--- config.mk ---
export PLATFORM = sky130hd
export DESIGN_NAME = serial_piso_tx
export DESIGN_NICKNAME = d
export VERILOG_FILES = /design/src/rtl/serial_pkg.sv /design/src/rtl/piso_shreg.sv /design/src/rtl/serial_piso_tx.sv
export SDC_FILE = /design/constraint.sdc
export NUM_CORES = 1
export LEC_CHECK = 0
export BUFFER_PORTS_ARGS = -buffer_cell sky130_fd_sc_hd__buf_2
export CAP_MARGIN = 20
export CORE_UTILIZATION = 56
export DETAILED_ROUTE_END_ITERATION = 10
export GPL_ROUTABILITY_DRIVEN = 1
export MAX_ROUTING_LAYER = met4
export PLACE_DENSITY = 0.82
export SKIP_LAST_GASP = 1
export SYNTH_ARGS = -nofsm -noshare
export SYNTH_HDL_FRONTEND = slang
export SYNTH_SLANG_ARGS = --single-unit
--- constraint.sdc ---
create_clock -name clk -period 5.2 [get_ports clk]
set_clock_uncertainty 0.15 [all_clocks]
set_input_delay 1.3 -clock clk [delete_from_list [all_inputs] [get_ports clk]]
set_output_delay 1.3 -clock clk [all_outputs]
set_load 0.02 [all_outputs]
--- src/rtl/serial_pkg.sv ---
// Shared state encoding, default idle level and index-width helper for the serial PISO transmitter.
package serial_pkg;

  typedef enum logic [1:0] {
    IDLE  = 2'd0,
    SHIFT = 2'd1,
    PAR   = 2'd2,
    GAP   = 2'd3
  } tx_state_e;

  localparam logic IDLE_LEVEL_DEF = 1'b0;

  function automatic int idx_width(input int width);
    return $clog2(width + 1);
  endfunction

endpackage

--- src/rtl/piso_shreg.sv ---
// Loadable left-shift register; the MSB tap is the transmitted bit, load wins over shift.
module piso_shreg
  import serial_pkg::*;
#(
  parameter int WIDTH = 4
) (
  input  logic             clk_i,
  input  logic             rst_i,
  input  logic             load_en_i,
  input  logic [WIDTH-1:0] load_dat_i,
  input  logic             shift_en_i,
  input  logic             ser_in_i,
  output logic             msb_o
);

  logic [WIDTH-1:0] sh_q;
  logic [WIDTH-1:0] sh_d;

  always_comb begin
    sh_d = sh_q;
    if (load_en_i) begin
      sh_d = load_dat_i;
    end else if (shift_en_i) begin
      sh_d = {sh_q[WIDTH-2:0], ser_in_i};
    end
  end

  always_ff @(posedge clk_i or posedge rst_i) begin
    if (rst_i) begin
      sh_q <= '0;
    end else begin
      sh_q <= sh_d;
    end
  end

  assign msb_o = sh_q[WIDTH-1];

endmodule

--- src/rtl/serial_piso_tx.sv ---
// MSB-first PISO transmitter with valid/ready load, GAP_CYCLES idle gap and registered frame flags.
// Optional even-parity trailer cycle when PARITY_EN is defined.
module serial_piso_tx
  import serial_pkg::*;
#(
  parameter int   WIDTH      = 4,
  parameter int   GAP_CYCLES = 1,
  parameter logic IDLE_LEVEL = IDLE_LEVEL_DEF
) (
  input  logic                          clk,
  input  logic                          rst,
  input  logic [WIDTH-1:0]              load_data,
  input  logic                          load_valid,
  output logic                          load_ready,
  output logic                          ser_out,
  output logic                          ser_active,
  output logic [idx_width(WIDTH)-1:0]   bit_idx,
  output logic                          frame_done
);

  localparam int IW = idx_width(WIDTH);
  localparam int GW = (GAP_CYCLES > 0) ? $clog2(GAP_CYCLES + 1) : 1;
  localparam logic [GW-1:0] GAP_LAST = GW'((GAP_CYCLES > 0) ? GAP_CYCLES - 1 : 0);
  localparam logic [IW-1:0] IDX_MSB  = IW'(WIDTH - 1);
  localparam logic          GAP_NONE = (GAP_CYCLES == 0);
`ifdef PARITY_EN
  localparam logic HAS_PAR = 1'b1;
`else
  localparam logic HAS_PAR = 1'b0;
`endif

  tx_state_e       state_q, state_d;
  logic [IW-1:0]   idx_q, idx_d;
  logic [GW-1:0]   gap_q, gap_d;
  logic            active_q, active_d;
  logic            done_q, done_d;
  logic            ready_q, ready_d;
  logic            hs;
  logic            start;
  logic            end_frame;
  logic            load_en;
  logic            shift_en;
  logic            shift_in;
  logic            msb;

  assign hs = load_valid && ready_q;

`ifdef PARITY_EN
  // Parity is shifted in behind the word, so it reaches the MSB tap exactly on the PAR cycle.
  logic par_q;
  always_ff @(posedge clk or posedge rst) begin
    if (rst) begin
      par_q <= 1'b0;
    end else if (load_en) begin
      par_q <= ^load_data;
    end
  end
  assign shift_in = par_q;
`else
  assign shift_in = 1'b0;
`endif

  always_comb begin
    state_d   = state_q;
    idx_d     = idx_q;
    gap_d     = gap_q;
    active_d  = 1'b0;
    done_d    = 1'b0;
    ready_d   = 1'b0;
    load_en   = 1'b0;
    shift_en  = 1'b0;
    start     = 1'b0;
    end_frame = 1'b0;

    case (state_q)
      IDLE: begin
        if (hs) begin
          start = 1'b1;
        end else begin
          ready_d = 1'b1;
        end
      end
      SHIFT: begin
        shift_en = 1'b1;
        if (idx_q != '0) begin
          idx_d    = idx_q - IW'(1);
          active_d = 1'b1;
          if (idx_q == IW'(1) && !HAS_PAR) begin
            done_d  = 1'b1;
            ready_d = GAP_NONE;
          end
        end else if (HAS_PAR) begin
          state_d  = PAR;
          active_d = 1'b1;
          done_d   = 1'b1;
          ready_d  = GAP_NONE;
        end else begin
          end_frame = 1'b1;
        end
      end
      PAR: begin
        end_frame = 1'b1;
      end
      GAP: begin
        if (gap_q == '0) begin
          state_d = IDLE;
          ready_d = 1'b1;
        end else begin
          gap_d = gap_q - GW'(1);
        end
      end
      default: begin
        state_d = IDLE;
      end
    endcase

    // A handshake on the last frame cycle chains straight into the next frame.
    if (end_frame) begin
      idx_d = '0;
      if (hs) begin
        start = 1'b1;
      end else if (!GAP_NONE) begin
        state_d = GAP;
        gap_d   = GAP_LAST;
      end else begin
        state_d = IDLE;
        ready_d = 1'b1;
      end
    end

    if (start) begin
      state_d  = SHIFT;
      idx_d    = IDX_MSB;
      active_d = 1'b1;
      load_en  = 1'b1;
      ready_d  = 1'b0;
    end
  end

  always_ff @(posedge clk or posedge rst) begin
    if (rst) begin
      state_q  <= IDLE;
      idx_q    <= '0;
      gap_q    <= '0;
      active_q <= 1'b0;
      done_q   <= 1'b0;
      ready_q  <= 1'b0;
    end else begin
      state_q  <= state_d;
      idx_q    <= idx_d;
      gap_q    <= gap_d;
      active_q <= active_d;
      done_q   <= done_d;
      ready_q  <= ready_d;
    end
  end

  piso_shreg #(
    .WIDTH(WIDTH)
  ) u_shreg (
    .clk_i      (clk),
    .rst_i      (rst),
    .load_en_i  (load_en),
    .load_dat_i (load_data),
    .shift_en_i (shift_en),
    .ser_in_i   (shift_in),
    .msb_o      (msb)
  );

  assign ser_out    = active_q ? msb : IDLE_LEVEL;
  assign ser_active = active_q;
  assign bit_idx    = idx_q;
  assign frame_done = done_q;
  assign load_ready = ready_q;

endmodule
# Word-level counts from Yosys, hierarchy flattened
# Index checks and enable logic that the tools add are counted.
# word_totals
in_bits	7
regBits	13
out_inout_bits	7
elab_cells	54
# op_classes
reduce_logical	7
n_mux	34
add_sub_neg	2
n_eq_ne	4
# op_table
op	count
1-bit two-way mux	21
3-bit two-way mux	4
2-bit two-way mux	5
3-bit nonzero test	3
4-bit two-way mux	2
2-bit == test (second input constant)	2
1-bit case mux with 2 select lines	2
3-bit by 1-bit == test with 1-bit output (second input constant)	1
3-bit by 1-bit subtractor with 3-bit output (second input constant)	1
2-bit by 1-bit == test with 1-bit output (second input constant)	1
2-bit logical NOT	1
2-bit AND reduction	1
2-bit nonzero test	1
1-bit logical AND	1
1-bit subtractor (second input constant)	1

# Longest topological paths before layout
# Gate-level depths: netlist of run 1.
# logic_depth
ltp_word	7
depth_mapped	6
depth_no_buf	6

# Modules after synthesis
# Synthesis of run 1 repeated with hierarchy kept, for this count alone.
# hier_totals
hier_cells	67
hier_area_um2	735.7
# modules_own_cells
module	seq_area_each_um2	area_each_um2	n_inst	cells_per_inst
serial_piso_tx	225.2	545.5	1	49
piso_shreg	100.1	190.2	1	18

# Worst setup path before layout of run 1
# Ideal clock, no wire load.
# synth_timing
path_type	input to register
start	in load_valid
end	reg u_shreg.sh_q[0]
setup_time_ns	0.120
path_stages	3
slack_ns	2.992
n_path_buf	0
t_arrival_ns	1.938
t_required_ns	4.930
path_cell_list	and3b_4 -> or2_4 -> a41o_1
# synth_between
elab_chain_len	7
elab_cells_between_ends	8
classes_between	6 x mux; 2 x reduce/logical
# synth_lines
item	line	source
from (decl)	serial_piso_tx.sv:13	input logic load_valid,
1-bit logical AND (*)	serial_piso_tx.sv:46	assign hs = load_valid && ready_q;
1-bit two-way mux	serial_piso_tx.sv:77	if (hs) begin
1-bit two-way mux	serial_piso_tx.sv:75	case (state_q)
1-bit two-way mux	serial_piso_tx.sv:120	if (hs) begin
1-bit two-way mux (*)	serial_piso_tx.sv:118	if (end_frame) begin
1-bit two-way mux (*)	serial_piso_tx.sv:131	if (start) begin
4-bit two-way mux or 2-bit nonzero test (tied branches)	n/a	
to (signal assigned)	piso_shreg.sv:30	sh_q <= '0;
to (signal assigned)	piso_shreg.sv:32	sh_q <= sh_d;
to (decl)	piso_shreg.sv:16	logic [WIDTH-1:0] sh_q;
# Mark *: on every way between the ends. The rest lies on a longest branch, timed or not.
# A chain may end at the register's enable or synchronous reset.

# Final worst setup path of run 1
# layout_timing
start	reg u_shreg.sh_q[3]
end	out ser_out
# layout_between
elab_chain_len	1
# layout_lines
item	line	source
1-bit two-way mux	serial_piso_tx.sv:170	assign ser_out = active_q ? msb : IDLE_LEVEL;
to (decl)	serial_piso_tx.sv:15	output logic ser_out,
# No other way between the ends.

==> out/qor.yml, run 1 <==
drv_slew: 0
post_cts_resized: 0
synth_flop_cell: "dfrtp_1"
clk_pin_slew_ps: 80
synth_top_area_frac: 0.438
setup_viol: 0
maxCapViolations: 0
startpoint_type: "flop"
rows: 12
hold_class: "reg2reg"
grt_use_total: 0.261
powerDensity_nw_per_um2: 667
whs_ps: 393
syn_inst: 71
r2r-start: "bit_idx[0]$_DFFE_PP0P_"
synthTopCellsByArea: "dfrtp_1 44%, ha_1 12%, inv_1 3.0%, o21ai_0 2.7%, a31oi_1 2.5%"
drive_gt1_frac: 0.261
worst_pin_slew_ps: 490
cts_hold_buffers: 0
tns_ps: 0
num_antenna_cells: 0
via_per_inst: 5.91
reg2reg_depth: 6
initial_utilization: 0.634
arrival_ps: 960
ys.warnings.count: 0
clkPwrFrac: 0.113
antenna_found_initial: 0
grt_pass1_vias: 543
cts_num_sinks: 13
seq_power_share: 0.316
syn_area_per_cell_um2: 10.5
relSlewSlack: 0.673
grt_pass1_wl_um: 2460
fin_cells: 102
synth_edf_count: 0
io_pins: 14
synth_common_cells: "13 x dfrtp_1, 7 x ha_1, 6 x inv_1, 4 x o21ai_0"
timing.fmax_ghz: 0.415
drc: 0
core_um2: 1170
syn_area_um2: 742
crit_fanout: 2
cp-end-kind: "output port"
ys_types: 31
tritoncts: "yes"
path_class: "reg2out"
setup.worst_path.start: "u_shreg.sh_q[3]$_DFFE_PP0P_"
cts_buffer_depth: 2
h-tree-depth: 1
p_sw_uw: 251
finalHoldViolations: 0
yosys.area.top_type: "dfrtp_1"
dieWidth_um: 38.4
ys_async_sr_fraction: 1.00
grt-ovfl-total: 0
synth-seq-cells: 13
status: "finished clean"
hold-path-cell-count: 2
ctsRootBufferMaster: "clkbuf_4"
syn2layout_area_growth_pct: 14.7
synth_nets: 85
leakage_nw: 0.438
die-area_um2: 1470
swShare: 0.442
synth-seq-area-share: 0.438
first_iter_violations: 18
first_pass_iters: 4
dp.cells: 98
chipHeight_um: 38.4
placed_area_um2: 825
p_int_uw: 317
ir_drop_mv: 0.402
placement.io_buffers: 13
r2r_slack_ps: 3330
rsz0062_at_grt: "no"
final_util: 0.726
required_ps: 3750
synth.most_common_cell: "dfrtp_1"
insertion_delay_ps: 280
vias: 603
min_period_ps: 2410
postCtsSetupBuffers: 0
nFillCells: 84
timing.final.crit_share: 0.463
antenna_left: 0
grt_max_degree: 14
worstHoldStart: "gap_q$_DFF_PP0_"
comb_power_share: 0.571
final_area_um2: 851
finalWirelength_um: 1470
dpl.hpwl_um: 1060
wl_per_cell_um: 14.4
cts_buffers: 3
fin_nets: 103
finalWeightedCongestion: 0.779
[path summary, 6_finish.rpt]
path                                               end
setup / recovery                               ser_out
hold / removal                         gap_q$_DFF_PP0_
setup reg to reg           u_shreg.sh_q[1]$_DFFE_PP0P_
hold reg to reg                        gap_q$_DFF_PP0_
max in group asynchronous         state_q[0]$_DFF_PP0_
min in group asynchronous  u_shreg.sh_q[1]$_DFFE_PP0P_
[power groups by stage]
stage,Combinational [mW],Sequential [mW],Clock (mW)
after floorplan,0.225,0.196,0
after detailed placement,0.319,0.180,0
after global placement,0.306,0.177,0
after CTS,0.324,0.178,0.0642
final,0.324,0.179,0.0643
after global routing,0.362,0.185,0.0723
[cells in the final DEF, fill, tap and decap left out, types with 2 or more instances in the layout]
cell type	instances
and2_1	2
nor2_1	2
nand2_1	2
and3_1	2
dfrtp_1	13
nor3b_1	2
o21ai_0	4
clkbuf_4	3
buf_2	13
nor3_1	3
inv_1	6
nand2b_1	2
ha_1	7
nand3_1	3
a21oi_1	3
a31oi_1	3
[kinds of logic after synthesis]
kind of cell,count (synthesis),synth area share
xor+xnor,1,0.0118
buf+inv,6,0.0304
simple gates,23,0.194
compound gates,20,0.192
mux,1,0.0152
fa+ha+maj,7,0.118
flops,13,0.438
[area by class of cell]
cell class	count	area, µm²	share of cell area
clock buffer	4	26.3	0.0309
inverter	6	22.5	0.0265
multi-input combinational	52	394	0.463
sequential	13	325	0.382
tap	14	17.5	0.0206
timing repair buffer	13	65.1	0.0765
[registers in the layout, indices dropped and copies added, names as in the netlist]
name / count
load_ready: 1
gap_q: 1
frame_done: 1
u_shreg.sh_q: 4
ser_active: 1
bit_idx: 3
state_q: 2
[through the flow]
stage	power (mW)	setup WS [ps]
floorplan	0.421	2990
global placement	0.483	2840
detailed placement	0.499	2830
CTS	0.567	2790
global route	0.619	2740
finish	0.567	2790
[worst max-delay path, cell delays in order (launching register included)]
cell	delay (ps)
dfrtp_1	390
and2_1	130
buf_2	150
[layer usage]
layer,track usage,vias up,part of all wire
met5,-,-,0
met4,0.103,0,0.017
met3,0.0872,5,0.052
met2,0.398,20,0.46
met1,0.320,287,0.47
li1,-,291,-
No activity file was read; power rests on OpenSTA's default activity.
==> run 2: changes to the inputs <==
Settings changed: CORE_UTILIZATION 56 to 47, PLACE_DENSITY 0.82 to 0.74.
Clock period 5.2 ns to 2.1 ns, I/O delays scaled along.
==> out/qor.yml, run 2 (synthesis results as in run 1) <==
cpMaxStageDelayCell: "dfrtp_1"
slowest_delay_ps: 400
timing.rr.end: "u_shreg.sh_q[2]$_DFFE_PP0P_"
pre_cts_ws_ps: 273
timing.final.crit_share: 0.883
dieWidth_um: 41.7
tritoncts: "yes"
postCtsSetupBuffers: 0
cp_top_family: "compound AO/OA/AOI/OAI gates"
maxCapViolations: 0
placed_area_um2: 826
largest_register: "u_shreg.sh_q"
ctsRootBufferMaster: "clkbuf_4"
cts_hold_buffers: 0
final_cell_mix: "13 x dfrtp_1, 13 x buf_2, 7 x ha_1"
rsz0062_at_grt: "no"
r2r_slack_ps: 250
cpMostUsedCell: "ha_1"
crit_chain: "inv_1, ha_1, ha_1, a211oi_1, o21ai_0, a31oi_1"
powerDensity_nw_per_um2: 1610
r2r-start: "bit_idx[0]$_DFFE_PP0P_"
grt_max_degree: 14
worst_pin_slew_ps: 515
timing.fmax_ghz: 0.539
first_iter_violations: 4
grt-ovfl-total: 0
core_um2: 1380
startpoint_type: "flop"
ir_drop_mv: 0.889
insertion_delay_ps: 270
reg2reg_depth: 6
rows: 13
fin_cells: 103
io_pins: 14
cts_buffer_depth: 2
cts_buffers: 3
leakage_nw: 0.438
placement.io_buffers: 13
required_ps: 2140
chipHeight_um: 41.7
first_pass_iters: 4
grt_pass1_wl_um: 2320
cp-end-kind: "flop"
grt_pass1_vias: 578
antenna_left: 0
syn2layout_area_growth_pct: 14.8
vias: 571
drc: 0
finalWirelength_um: 1360
relSlewSlack: 0.656
via_per_inst: 5.54
arrival_ps: 1890
path_class: "reg2reg"
total_power_mw: 1.38
setup_viol: 0
status: "finished clean"
drv_slew: 0
fin_nets: 103
timing.critical_path.buf_inv: 1
final_area_um2: 852
num_antenna_cells: 0
h-tree-depth: 1
hold_class: "in2async"
finalWeightedCongestion: 0.801
dp.cells: 99
dpl.hpwl_um: 1070
post_cts_resized: 0
antenna_found_initial: 0
fin_ws_ps: 246
die-area_um2: 1740
tns_ps: 0
largest_register_ffs: 4
cts_num_sinks: 13
crit_fanout: 4
wl_per_cell_um: 13.2
min_period_ps: 1850
clk_pin_slew_ps: 80
finalHoldViolations: 0
drive_gt1_frac: 0.261
grt_use_total: 0.183
initial_utilization: 0.537
==> run 2: metal layers <==
layer / routed length [µm] / GRT usage
met1: 602 / 0.186
met2: 664 / 0.313
met3: 56 / 0.0826
met4: 40 / 0.0581
met5: 0 / -
==> run 2: worst max-delay path by stage <==
stage,start,to,cells after the start
5_1_grt,bit_idx[0]$_DFFE_PP0P_,u_shreg.sh_q[2]$_DFFE_PP0P_,6
6_report,bit_idx[0]$_DFFE_PP0P_,u_shreg.sh_q[2]$_DFFE_PP0P_,6
2_1_floorplan,bit_idx[0]$_DFFE_PP0P_,bit_idx[1]$_DFFE_PP0P_,6
4_1_cts,bit_idx[0]$_DFFE_PP0P_,u_shreg.sh_q[2]$_DFFE_PP0P_,6
3_3_place_gp,bit_idx[0]$_DFFE_PP0P_,bit_idx[1]$_DFFE_PP0P_,6
3_5_place_dp,bit_idx[0]$_DFFE_PP0P_,u_shreg.sh_q[2]$_DFFE_PP0P_,6
==> run 2: layout make-up <==
class | count | area (µm²)
fillers | 126 | 531
multi-input cells | 52 | 394
flip-flops and latches | 13 | 325
repair buffers | 13 | 65.1
clock buffers | 4 | 26.3
inverters | 6 | 22.5
well taps | 15 | 18.8
==> run 2: per-stage QoR <==
step | utilization | hold WS (ps)
finish | 0.616 | 119
global route | 0.616 | 157
CTS | 0.616 | 128
detailed placement | 0.597 | 377
global placement | 0.597 | 364
floorplan | - | 252
==> run 2: where the power goes <==
group	switching (mW)	internal, mW	leakage (nW)
Sequential	0.0810	0.358	0.162
Combinational	0.440	0.349	0.261
Clock	0.0743	0.0736	0.0150
Total	0.595	0.780	0.438
==> run 3: changes to the inputs <==
Settings changed: GPL_TIMING_DRIVEN from default to 0.
==> out/qor.yml, run 3 (synthesis results as in run 1) <==
maxCapViolations: 0
crit_chain: "inv_1, ha_1, ha_1, and2b_4, mux2_2, o21ai_1"
path_class: "reg2reg"
largest_register: "u_shreg.sh_q"
grt_pass1_wl_um: 2240
cpMaxStageDelayCell: "dfrtp_1"
tritoncts: "yes"
cp_top_family: "adder cells"
wl_met1_um: 662
clk_pin_slew_ps: 80
core_um2: 1380
cts_num_sinks: 13
grt_use_total: 0.169
dieWidth_um: 41.7
timing.critical_path.buf_inv: 1
relSlewSlack: 0.669
ctsRootBufferMaster: "clkbuf_4"
required_ps: 2160
largest_register_ffs: 4
wl_per_cell_um: 13.1
timing.fmax_ghz: 0.542
vias: 579
tns_ps: 0
top_layer: "met4"
drc: 0
io_pins: 14
ir_drop_mv: 0.819
post_cts_resized: 0
cts_hold_buffers: 0
grt_pass1_vias: 538
status: "finished clean"
final_cell_mix: "13 x dfrtp_1, 13 x buf_2, 7 x ha_1"
antenna_left: 0
leakage_nw: 0.438
met2WireLength_um: 619
crit_fanout: 6
first_pass_iters: 4
chipHeight_um: 41.7
via_per_inst: 5.62
insertion_delay_ps: 280
slowest_delay_ps: 410
rows: 13
setup_viol: 0
worst_pin_slew_ps: 495
rsz0062_at_grt: "no"
drive_gt1_frac: 0.261
finalHoldViolations: 0
whs_ps: 104
cts_buffers: 3
grt_max_degree: 14
drv_slew: 0
postCtsSetupBuffers: 0
initial_utilization: 0.537
arrival_ps: 1910
finalWeightedCongestion: 0.756
num_antenna_cells: 0
cts_buffer_depth: 2
die-area_um2: 1740
first_iter_violations: 11
finalWirelength_um: 1350
multi_input_area_um2: 394
startpoint_type: "flop"
timing.final.crit_share: 0.878
syn2layout_area_growth_pct: 14.8
h-tree-depth: 1
min_period_ps: 1840
placement.io_buffers: 13
hold_class: "in2async"
powerDensity_nw_per_um2: 1610
cpMostUsedCell: "ha_1"
fin_nets: 103
nFillCells: 117
wl_met3_um: 42
cp-end-kind: "flop"
total_power_mw: 1.38
antenna_found_initial: 0
regArea_um2: 325
grt-ovfl-total: 0
dpl.hpwl_um: 994
-- run 3: cell counts in the layout (fill, tap and decap cells not counted) --
Identical to the previous run, type by type.
-- run 3: report_power, final --
| part | total, mW | internal [mW] | switching [mW] |
|---|---|---|---|
| sequential | 0.434 | 0.357 | 0.0768 |
| clock | 0.158 | 0.0738 | 0.0842 |
| combinational | 0.783 | 0.351 | 0.433 |
| total | 1.38 | 0.782 | 0.594 |
-- run 3: worst reg2reg max path: stages, from the launching register on --
cell	delay, ps
dfrtp_1	410
inv_1	60
ha_1	190
ha_1	220
and2b_4	310
mux2_2	340
o21ai_1	110
-- run 3: final timing paths --
path,start,cells after the start,endpoint,slack (ps)
worst max-delay path,bit_idx[0]$_DFFE_PP0P_,6,bit_idx[1]$_DFFE_PP0P_,260
worst min-delay path,rst,2,u_shreg.sh_q[3]$_DFFE_PP0P_,100
worst max register to register,bit_idx[0]$_DFFE_PP0P_,6,bit_idx[1]$_DFFE_PP0P_,260
worst min register to register,gap_q$_DFF_PP0_,2,gap_q$_DFF_PP0_,390
max in group asynchronous,rst,2,state_q[1]$_DFF_PP0_,1360
min in group clk,load_data[0],2,u_shreg.sh_q[0]$_DFFE_PP0P_,330
-- run 3: area by class of cell --
cell class / instances / area share
multi-input combinational: 52 / 0.463
sequential: 13 / 0.382
timing repair buffer: 13 / 0.0764
clock buffer: 4 / 0.0308
inverter: 6 / 0.0264
tap: 15 / 0.0220
-- run 3: per-stage QoR --
| stage | setup WS, ps | instance area, µm² | std cells | utilization |
|---|---|---|---|---|
| after global placement | 282 | 826 | 99 | 0.597 |
| after floorplan | 222 | 742 | 71 | - |
| after global routing | 119 | 852 | 103 | 0.616 |
| after CTS | 241 | 852 | 103 | 0.616 |
| after detailed placement | 263 | 826 | 99 | 0.597 |
| final | 256 | 852 | 103 | 0.616 |
-- run 3: layer usage --
metal  track usage  up-vias
li1              -      290
met1         0.212      266
met2         0.269       17
met3        0.0261        6
met4        0.0774        0
met5             -        -
